[src/rtl/ptp_pkg.sv]
// Shared types and constants for the PTP host bridge.
// Latency: n/a (declarations only).
// Backpressure: n/a.
package ptp_pkg;

    typedef enum logic [2:0] {
        ST_IDLE = 3'd0,
        ST_PRST = 3'd1,
        ST_HIGH = 3'd2,
        ST_LOW  = 3'd3,
        ST_DONE = 3'd4
    } ptp_state_e;

    localparam logic PTP_OP_LOAD  = 1'b0;
    localparam logic PTP_OP_FETCH = 1'b1;

    localparam logic [3:0] PTP_LOAD_BYTES  = 4'd4;
    localparam logic [3:0] PTP_FETCH_BYTES = 4'd8;

    // Little-endian byte select out of a 32-bit word.
    function automatic logic [7:0] word_byte(input logic [31:0] word, input logic [1:0] idx);
        return word[{idx, 3'b000} +: 8];
    endfunction

endpackage

[src/rtl/ptp_strobe_timer.sv]
// Loadable 4-bit phase down-counter; phase_done_o is high while the count is zero.
// Latency: a load of V gives V+1 cycles until phase_done_o is seen (V = S-1 gives S cycles).
// Backpressure: none; the counter parks at zero until reloaded.
module ptp_strobe_timer (
    input  logic       clock,
    input  logic       reset_i,
    input  logic       load_i,
    input  logic [3:0] load_val_i,
    output logic       phase_done_o
);

    logic [3:0] count;

    // Count down from the loaded value and hold at zero.
    always_ff @(posedge clock) begin
        if (reset_i) begin
            count <= 4'd0;
        end else if (load_i) begin
            count <= load_val_i;
        end else if (count != 4'd0) begin
            count <= count - 4'd1;
        end
    end

    assign phase_done_o = (count == 4'd0);

endmodule

[src/rtl/ptp_host_bridge.sv]
// Host end of the 8-bit PTP link: LOAD pushes a 32-bit word, FETCH pulls address+data words.
// Latency: LOAD 9S+1, FETCH 17S+1 cycles from acceptance to DONE; optional PTP_HOST_ADDR_CHECK_EN flags nonzero address bits [31:5].
// Backpressure: op_ready_o is high only in IDLE; commands offered while busy are ignored.
module ptp_host_bridge
    import ptp_pkg::*;
#(
    parameter int STROBE_CYCLES = 2
) (
    input  logic        clock,
    input  logic        reset_i,
    input  logic        op_valid_i,
    output logic        op_ready_o,
    input  logic        op_i,
    input  logic [31:0] wdata_i,
    output logic        rsp_valid_o,
    output logic [4:0]  rsp_addr_o,
    output logic [31:0] rsp_data_o,
    output logic        rsp_err_o,
    output logic [7:0]  ptp_byte_o,
    input  logic [7:0]  ptp_byte_i,
    output logic        ptp_ctrl_a_o,
    output logic        ptp_ctrl_b_o,
    output logic        ptp_reset_n_o
);

    localparam logic [3:0] PHASE_LOAD = 4'(STROBE_CYCLES - 1);

    ptp_state_e  state, state_nxt;
    logic        op, op_nxt;
    logic [31:0] wdata, wdata_nxt;
    logic [2:0]  k, k_nxt;
    logic [63:0] shift;
    logic        tmr_load;
    logic        phase_done;
    logic [3:0]  n_bytes;
    logic        accept;
    logic        rsp_fire;

    ptp_strobe_timer u_timer (
        .clock        (clock),
        .reset_i      (reset_i),
        .load_i       (tmr_load),
        .load_val_i   (PHASE_LOAD),
        .phase_done_o (phase_done)
    );

    assign accept   = op_valid_i & op_ready_o;
    assign n_bytes  = (op == PTP_OP_FETCH) ? PTP_FETCH_BYTES : PTP_LOAD_BYTES;
    assign rsp_fire = (state_nxt == ST_DONE) && (op == PTP_OP_FETCH);

    // Next-state logic: every phase change reloads the timer so each phase lasts S cycles.
    always_comb begin
        state_nxt = state;
        op_nxt    = op;
        wdata_nxt = wdata;
        k_nxt     = k;
        tmr_load  = 1'b0;
        case (state)
            ST_IDLE: begin
                if (accept) begin
                    op_nxt    = op_i;
                    wdata_nxt = wdata_i;
                    k_nxt     = 3'd0;
                    state_nxt = ST_PRST;
                    tmr_load  = 1'b1;
                end
            end
            ST_PRST: begin
                if (phase_done) begin
                    state_nxt = ST_HIGH;
                    tmr_load  = 1'b1;
                end
            end
            ST_HIGH: begin
                if (phase_done) begin
                    state_nxt = ST_LOW;
                    tmr_load  = 1'b1;
                end
            end
            ST_LOW: begin
                if (phase_done) begin
                    k_nxt = k + 3'd1;
                    if (({1'b0, k} + 4'd1) == n_bytes) begin
                        state_nxt = ST_DONE;
                    end else begin
                        state_nxt = ST_HIGH;
                        tmr_load  = 1'b1;
                    end
                end
            end
            ST_DONE: begin
                state_nxt = ST_IDLE;
            end
            default: begin
                state_nxt = ST_IDLE;
            end
        endcase
    end

    // Control state registers.
    always_ff @(posedge clock) begin
        if (reset_i) begin
            state <= ST_IDLE;
            op    <= PTP_OP_LOAD;
            wdata <= 32'd0;
            k     <= 3'd0;
        end else begin
            state <= state_nxt;
            op    <= op_nxt;
            wdata <= wdata_nxt;
            k     <= k_nxt;
        end
    end

    // FETCH capture: the chip's byte is taken on the last cycle of each strobe-high phase.
    always_ff @(posedge clock) begin
        if (reset_i) begin
            shift <= 64'd0;
        end else if ((state == ST_HIGH) && phase_done && (op == PTP_OP_FETCH)) begin
            shift[{k, 3'b000} +: 8] <= ptp_byte_i;
        end
    end

    // Link and handshake outputs are registered copies of what the next state implies.
    always_ff @(posedge clock) begin
        if (reset_i) begin
            op_ready_o    <= 1'b0;
            ptp_reset_n_o <= 1'b0;
            ptp_ctrl_a_o  <= 1'b0;
            ptp_ctrl_b_o  <= 1'b0;
            ptp_byte_o    <= 8'd0;
        end else begin
            op_ready_o    <= (state_nxt == ST_IDLE);
            ptp_reset_n_o <= (state_nxt != ST_PRST);
            ptp_ctrl_a_o  <= (state_nxt == ST_HIGH) && (op_nxt == PTP_OP_LOAD);
            ptp_ctrl_b_o  <= (state_nxt == ST_HIGH) && (op_nxt == PTP_OP_FETCH);
            if ((op_nxt == PTP_OP_LOAD) && ((state_nxt == ST_HIGH) || (state_nxt == ST_LOW))) begin
                ptp_byte_o <= word_byte(wdata_nxt, k_nxt[1:0]);
            end else begin
                ptp_byte_o <= 8'd0;
            end
        end
    end

    // Response registers: pulse valid for the DONE cycle, hold address/data until the next FETCH.
    always_ff @(posedge clock) begin
        if (reset_i) begin
            rsp_valid_o <= 1'b0;
            rsp_addr_o  <= 5'd0;
            rsp_data_o  <= 32'd0;
        end else begin
            rsp_valid_o <= rsp_fire;
            if (rsp_fire) begin
                rsp_addr_o <= shift[4:0];
                rsp_data_o <= shift[63:32];
            end
        end
    end

`ifdef PTP_HOST_ADDR_CHECK_EN
    // Address-word sanity: the baby's RAM has 32 words, so bits [31:5] must be zero.
    always_ff @(posedge clock) begin
        if (reset_i) begin
            rsp_err_o <= 1'b0;
        end else if (rsp_fire) begin
            rsp_err_o <= |shift[31:5];
        end
    end
`else
    assign rsp_err_o = 1'b0;
    wire unused_addr_hi = |shift[31:5];
`endif

endmodule
[config.mk]
export PLATFORM = sky130hd
export DESIGN_NAME = ptp_host_bridge
export DESIGN_NICKNAME = d
export VERILOG_FILES = /design/src/rtl/ptp_pkg.sv /design/src/rtl/ptp_strobe_timer.sv /design/src/rtl/ptp_host_bridge.sv
export SDC_FILE = /design/constraint.sdc
export NUM_CORES = 1
export LEC_CHECK = 0
export ABC_AREA = 1
export BUFFER_PORTS_ARGS = -buffer_cell sky130_fd_sc_hd__buf_2
export CAP_MARGIN = 5
export CORE_ASPECT_RATIO = 2
export CORE_UTILIZATION = 50
export DETAILED_ROUTE_END_ITERATION = 16
export PLACE_DENSITY_LB_ADDON = 0.25
export SLEW_MARGIN = 20
export SYNTH_ARGS = -nofsm -noshare
export SYNTH_HDL_FRONTEND = slang
export SYNTH_HIERARCHICAL = 1
export SYNTH_SLANG_ARGS = --single-unit
[constraint.sdc]
create_clock -name clock -period 2.45 [get_ports clock]
set_clock_uncertainty 0.05 [all_clocks]
set_input_delay 0.49 -clock clock [delete_from_list [all_inputs] [get_ports clock]]
set_output_delay 0.49 -clock clock [all_outputs]
set_load 0.1 [all_outputs]
-- Word level (Yosys, flattened, before mapping)
Cells that the tools add are included.
- add/subtract/negate cells: 4
- $mul: 0
- div/mod/pow operators: 0
- magnitude comparators: 0
- equality and inequality tests: 10
- shifts and indexed selects: 3
- muxes and demuxes: 22
- bitwise logic cells: 3
- reductions and logical operators: 17
- operator list (kind ; count):
    $bwmux 64 ; 1
    $mux 32 ; 2
    $shift 8x8->64 const A ; 1
    $shiftx 8x8->64 ; 1
    $shiftx 32x6->8 ; 1
    $mux 3 ; 7
    $eq 3x2->1 const B ; 4
    $pmux 3 s4 ; 1
    $mux 1 ; 8
    $neg 6->8 ; 1
    $logic_and 1x1->1 ; 6
    $logic_not 3->1 ; 2
    $pmux 3 s2 ; 1
    $reduce_or 2->1 ; 3
    $add 3x1->4 const B ; 1
    $eq 4x4->1 ; 1
    $logic_not 4->1 ; 1
    $mux 4 ; 1
    $ne 2x2->1 const B ; 2
    $reduce_bool 2->1 ; 2
    $reduce_bool 4->1 ; 1
    $sub 4x1->4 const B ; 1
    $add 3x1->3 const B ; 1
    $eq 3x1->1 const B ; 1
    7 further kinds ; 8
- register bits after elaboration: 157
- latch bits: 0
- bits in writable memories: 0
- ROM bits: 0
- input port bits: 44
- output and inout port bits: 51
- word-level logic and storage cells: 75
- memories kept: 0

-- Logic depth before layout (Yosys ltp)
- depth in word-level cells: 10
- depth in mapped cells: 13
- mapped depth without buffers: 12

-- Modules after synthesis
The synthesis kept the hierarchy.
- by module, submodules not included (module ; times used ; cells an instance ; area each (sq um) ; seq. area each (sq um)):
    ptp_host_bridge ; 1 ; 722 ; 5471.5 ; 2522.4
    ptp_strobe_timer ; 1 ; 40 ; 247.7 ; 80.1

-- Worst setup path before layout
OpenSTA, ideal clock, no wires.
- path type: flip-flop to flip-flop
- start: register op_ready_o
- end: register ptp_byte_o[0]
- setup time: 121 ps
- data arrival time: 2080 ps
- data required time: 2279 ps
- setup slack: 199 ps
- cell stages (with the launch flop): 9
- clock period less this slack: 2251 ps
- cell sequence: dfxtp_1 nand2_1 inv_2 nand3_4 buf_2 o21ai_0 nand2_1 nand3_1 a21oi_1
- word-level cells in the longest chain between the ends: 8
- RTL lines (item ; RTL line ; text):
    start: declaration ; ptp_host_bridge.sv:12 ; output logic op_ready_o,
    start signal: assignment ; ptp_host_bridge.sv:133 ; op_ready_o <= (state_nxt == ST_IDLE);
    $and 1x1->1 (*) ; ptp_host_bridge.sv:47 ; assign accept = op_valid_i & op_ready_o;
    parallel branches: the longest is 7 deep, another holds $shiftx 32x6->8 ; -- ;
    end signal: assignment ; ptp_host_bridge.sv:138 ; ptp_byte_o <= word_byte(wdata_nxt, k_nxt[1:0]);
    end: declaration ; ptp_host_bridge.sv:19 ; output logic [7:0] ptp_byte_o,
Every way passes the cells marked *. The select of a mux whose other input is x is not followed.
A chain may end at the register's enable or synchronous reset.

-- Final worst setup path
- start: register u_timer.count[0]
- end: register shift[4]
- word-level cells in the longest chain between the ends: 3
- RTL lines (item ; RTL line ; text):
    start: declaration ; ptp_strobe_timer.sv:12 ; logic [3:0] count;
    start signal: assignment ; ptp_strobe_timer.sv:19 ; count <= load_val_i;
    start signal: assignment ; ptp_strobe_timer.sv:21 ; count <= count - 4'd1;
    $logic_not 4->1 ; ptp_strobe_timer.sv:25 ; assign phase_done_o = (count == 4'd0);
    via phase_done ; ptp_host_bridge.sv:34 ; logic phase_done;
    $logic_and 1x1->1 (2 in a row) ; ptp_host_bridge.sv:119 ; end else if ((state == ST_HIGH) && phase_done && (op == PTP_OP_FETCH)) begin
    end signal: indexed assignment ; ptp_host_bridge.sv:120 ; shift[{k, 3'b000} +: 8] <= ptp_byte_i;
    end: declaration ; ptp_host_bridge.sv:32 ; logic [63:0] shift;
The timed path passes the listed nets, and every way through them passes these cells.

==> out/metrics.yaml <==
run_status:
  status: "finished clean"
floorplan:
  dieArea_um2: 11900
  num_rows: 54
  fp.dieW_um: 77.63
  coreArea_um2: 11010
  ios: 95
  start_util_pct: 51.93
  die_h_um: 153.3
clock_network:
  cts_buffer_depth: 2
  cts_buffers: 17
  clk_pin_slew_ps: 60
  cts_tree: "done"
  cts_max_level: 4
  cts_root_buffer: "clkbuf_16"
  clk-insertion-delay-late_ps: 420
  clock_sinks: 130
run:
  drv_cap: 0
critical_path:
  crit_type: "flop to flop"
  rr_startpoint: "u_timer/count[0]"
  startpoint: "u_timer/count[0]"
  required_ps: 2760
  ff2ff_setup_slack_ps: 190
  critPathMaxFanout: 14
  cp.arrival_ps: 2570
  critPathLaunchType: "flop"
  endpoint_kind: "flop"
routing:
  drc: 0
  wl_per_cell_um: 13.50
  ant_nets: 0
  via_per_inst: 5.047
  drt-pass1-iter-count: 6
  vias: 5092
  initialDrtViolationCount: 225
  routed_wl_um: 13620
timing:
  hold_viol: 0
  finalCritPeriodShare_pct: 92.25
  fin_crit_ps: 2260
  finalMaxSlewViolations: 0
  fin_ws_ps: 190.0
  finalSetupViolations: 0
  hold_ws_ps: 318.9
  fmax_mhz: 442.5
cells_and_area:
  postLayoutCellArea_um2: 6867
  final_common_cell: "nor2_1"
  finalNetCount: 905
  drive_gt1_share_pct: 22.67
  final_cell_mix: "142 x nor2_1, 132 x nand2_1, 129 x dfxtp_1"
  final_util_pct: 62.35
  antennaDiodeCount: 0
  syn_to_final_growth_pct: 20.06
placed_design:
  place.gp.congestion: 0.9095
  port_buffers: 93
  dp_slack_ps: -32.75
  hpwl_um: 9752
  dpl_cell_area_um2: 6289
power:
  power.leakage_nw: 3.270
  ir_drop_mv: 0.5240
  finalPower_w: 0.006358
  power_density_nw_per_um2: 926.0
yosys:
  syn_inst: 762
  synth.ff_latch_count: 130
  ys_types: 33
  yosysWarnings: 6
  syn-cell-area_um2: 5719
  syn_avg_cell_area_um2: 7.506
  seq_area_frac_synth_pct: 45.50
global_route:
  grtUsageTotal_pct: 24.02
  antenna_found_initial: 0
  first_global_vias: 4974
  grt_start_max_net_pins: 95
  grt_first_pass_wirelength_um: 22510
  grt.overflow.total: 0
worst_hold_path:
  min_path_type: "input pin to flop"
  worstHoldStart: "ptp_byte_i[6]"
path summary, 6_finish.rpt:
check | end | depth (start not counted)
max | shift[4] | 13
min | shift[62] | 3
max reg2reg | shift[4] | 13
min reg2reg | rsp_data_o[5] | 2
final cells by class:
cell class / instances / area [µm²]
multi-input cells: 475 / 2452
clock inverters: 11 / 106.4
well taps: 140 / 175.2
inverters: 127 / 481.7
flip-flops and latches: 130 / 2604
fillers: 1039 / 4146
clock buffers: 20 / 456.7
repair buffers: 106 / 590.6
report_power, final:
group          leakage, nW  total, W  switching, W  internal, W
sequential            1.05   0.00242     0.0000913      0.00232
combinational         1.95   0.00156       0.00111     0.000449
clock                0.269   0.00238      0.000931      0.00145
total                 3.27   0.00636       0.00214      0.00422
state kept, by name, indices dropped and copies added (netlist names), 3 cells and up:
signal and flops:
shift 37, rsp_data_o 32, wdata 32, ptp_byte_o 8
rsp_addr_o 5, u_timer/count 4, k 3, state 3
Yosys cell counts, drive strengths merged:
| cell type | n | area [µm²] |
|---|---|---|
| nand2 | 138 | 538.0 |
| nor3 | 14 | 80.08 |
| a31oi | 1 | 6.260 |
| a211oi | 37 | 422.9 |
| a21boi | 1 | 7.510 |
| or2 | 1 | 6.260 |
| inv | 126 | 473.0 |
| nor2 | 150 | 605.6 |
| nand3 | 47 | 282.8 |
| clkbuf | 13 | 48.80 |
| nand4 | 13 | 102.6 |
| clkinv | 1 | 3.750 |
| conb | 2 | 7.510 |
| buf | 20 | 158.9 |
| ha | 4 | 50.05 |
| dfxtp | 130 | 2603 |
| a21oi | 31 | 155.2 |
| o21ai | 31 | 155.1 |
| nor4 | 2 | 12.51 |
metrics by stage:
stage          setup TNS (ps)  instances
2_1_floorplan               0        765
3_3_place_gp                0        978
3_5_place_dp           -32.75        978
4_1_cts                     0       1009
5_1_grt                -118.9       1009
6_report                    0       1009
per-layer routing:
layer | global-route usage, % | part of all wire [%] | vias up
met4 | 15.81 | 4.9 | 0
li1 | - | - | 2575
met2 | 43.62 | 55 | 158
met3 | 5.075 | 3.5 | 51
met5 | 0 | 0 | -
met1 | 23.99 | 37 | 2308
cells by family after synthesis:
| family | after synthesis | synth area share (%) |
|---|---|---|
| compound gates | 101 | 13.06 |
| fa+ha+maj | 4 | 0.8751 |
| buf+inv | 160 | 11.97 |
| flops | 130 | 45.50 |
| other cells | 2 | 0.1313 |
| simple gates | 365 | 28.46 |
repair_timing:
item,CTS,global route
setup endpoints to repair,3,36
setup buffers,0,0
gates resized for setup,1,6
hold buffers,0,0
worst max-delay path: stages (launching register included):
cell and delay [ps]:
dfxtp_1 320, inv_1 110, ha_1 270, nand2_1 120, nor2_2 170, buf_4 160, inv_1 50, nor2_1 170
nand2_1 160, clkinv_4 160, nand2_1 140, inv_1 170, nor2_1 70, nor2_1 100
No activity file was read; power rests on OpenSTA's default activity.
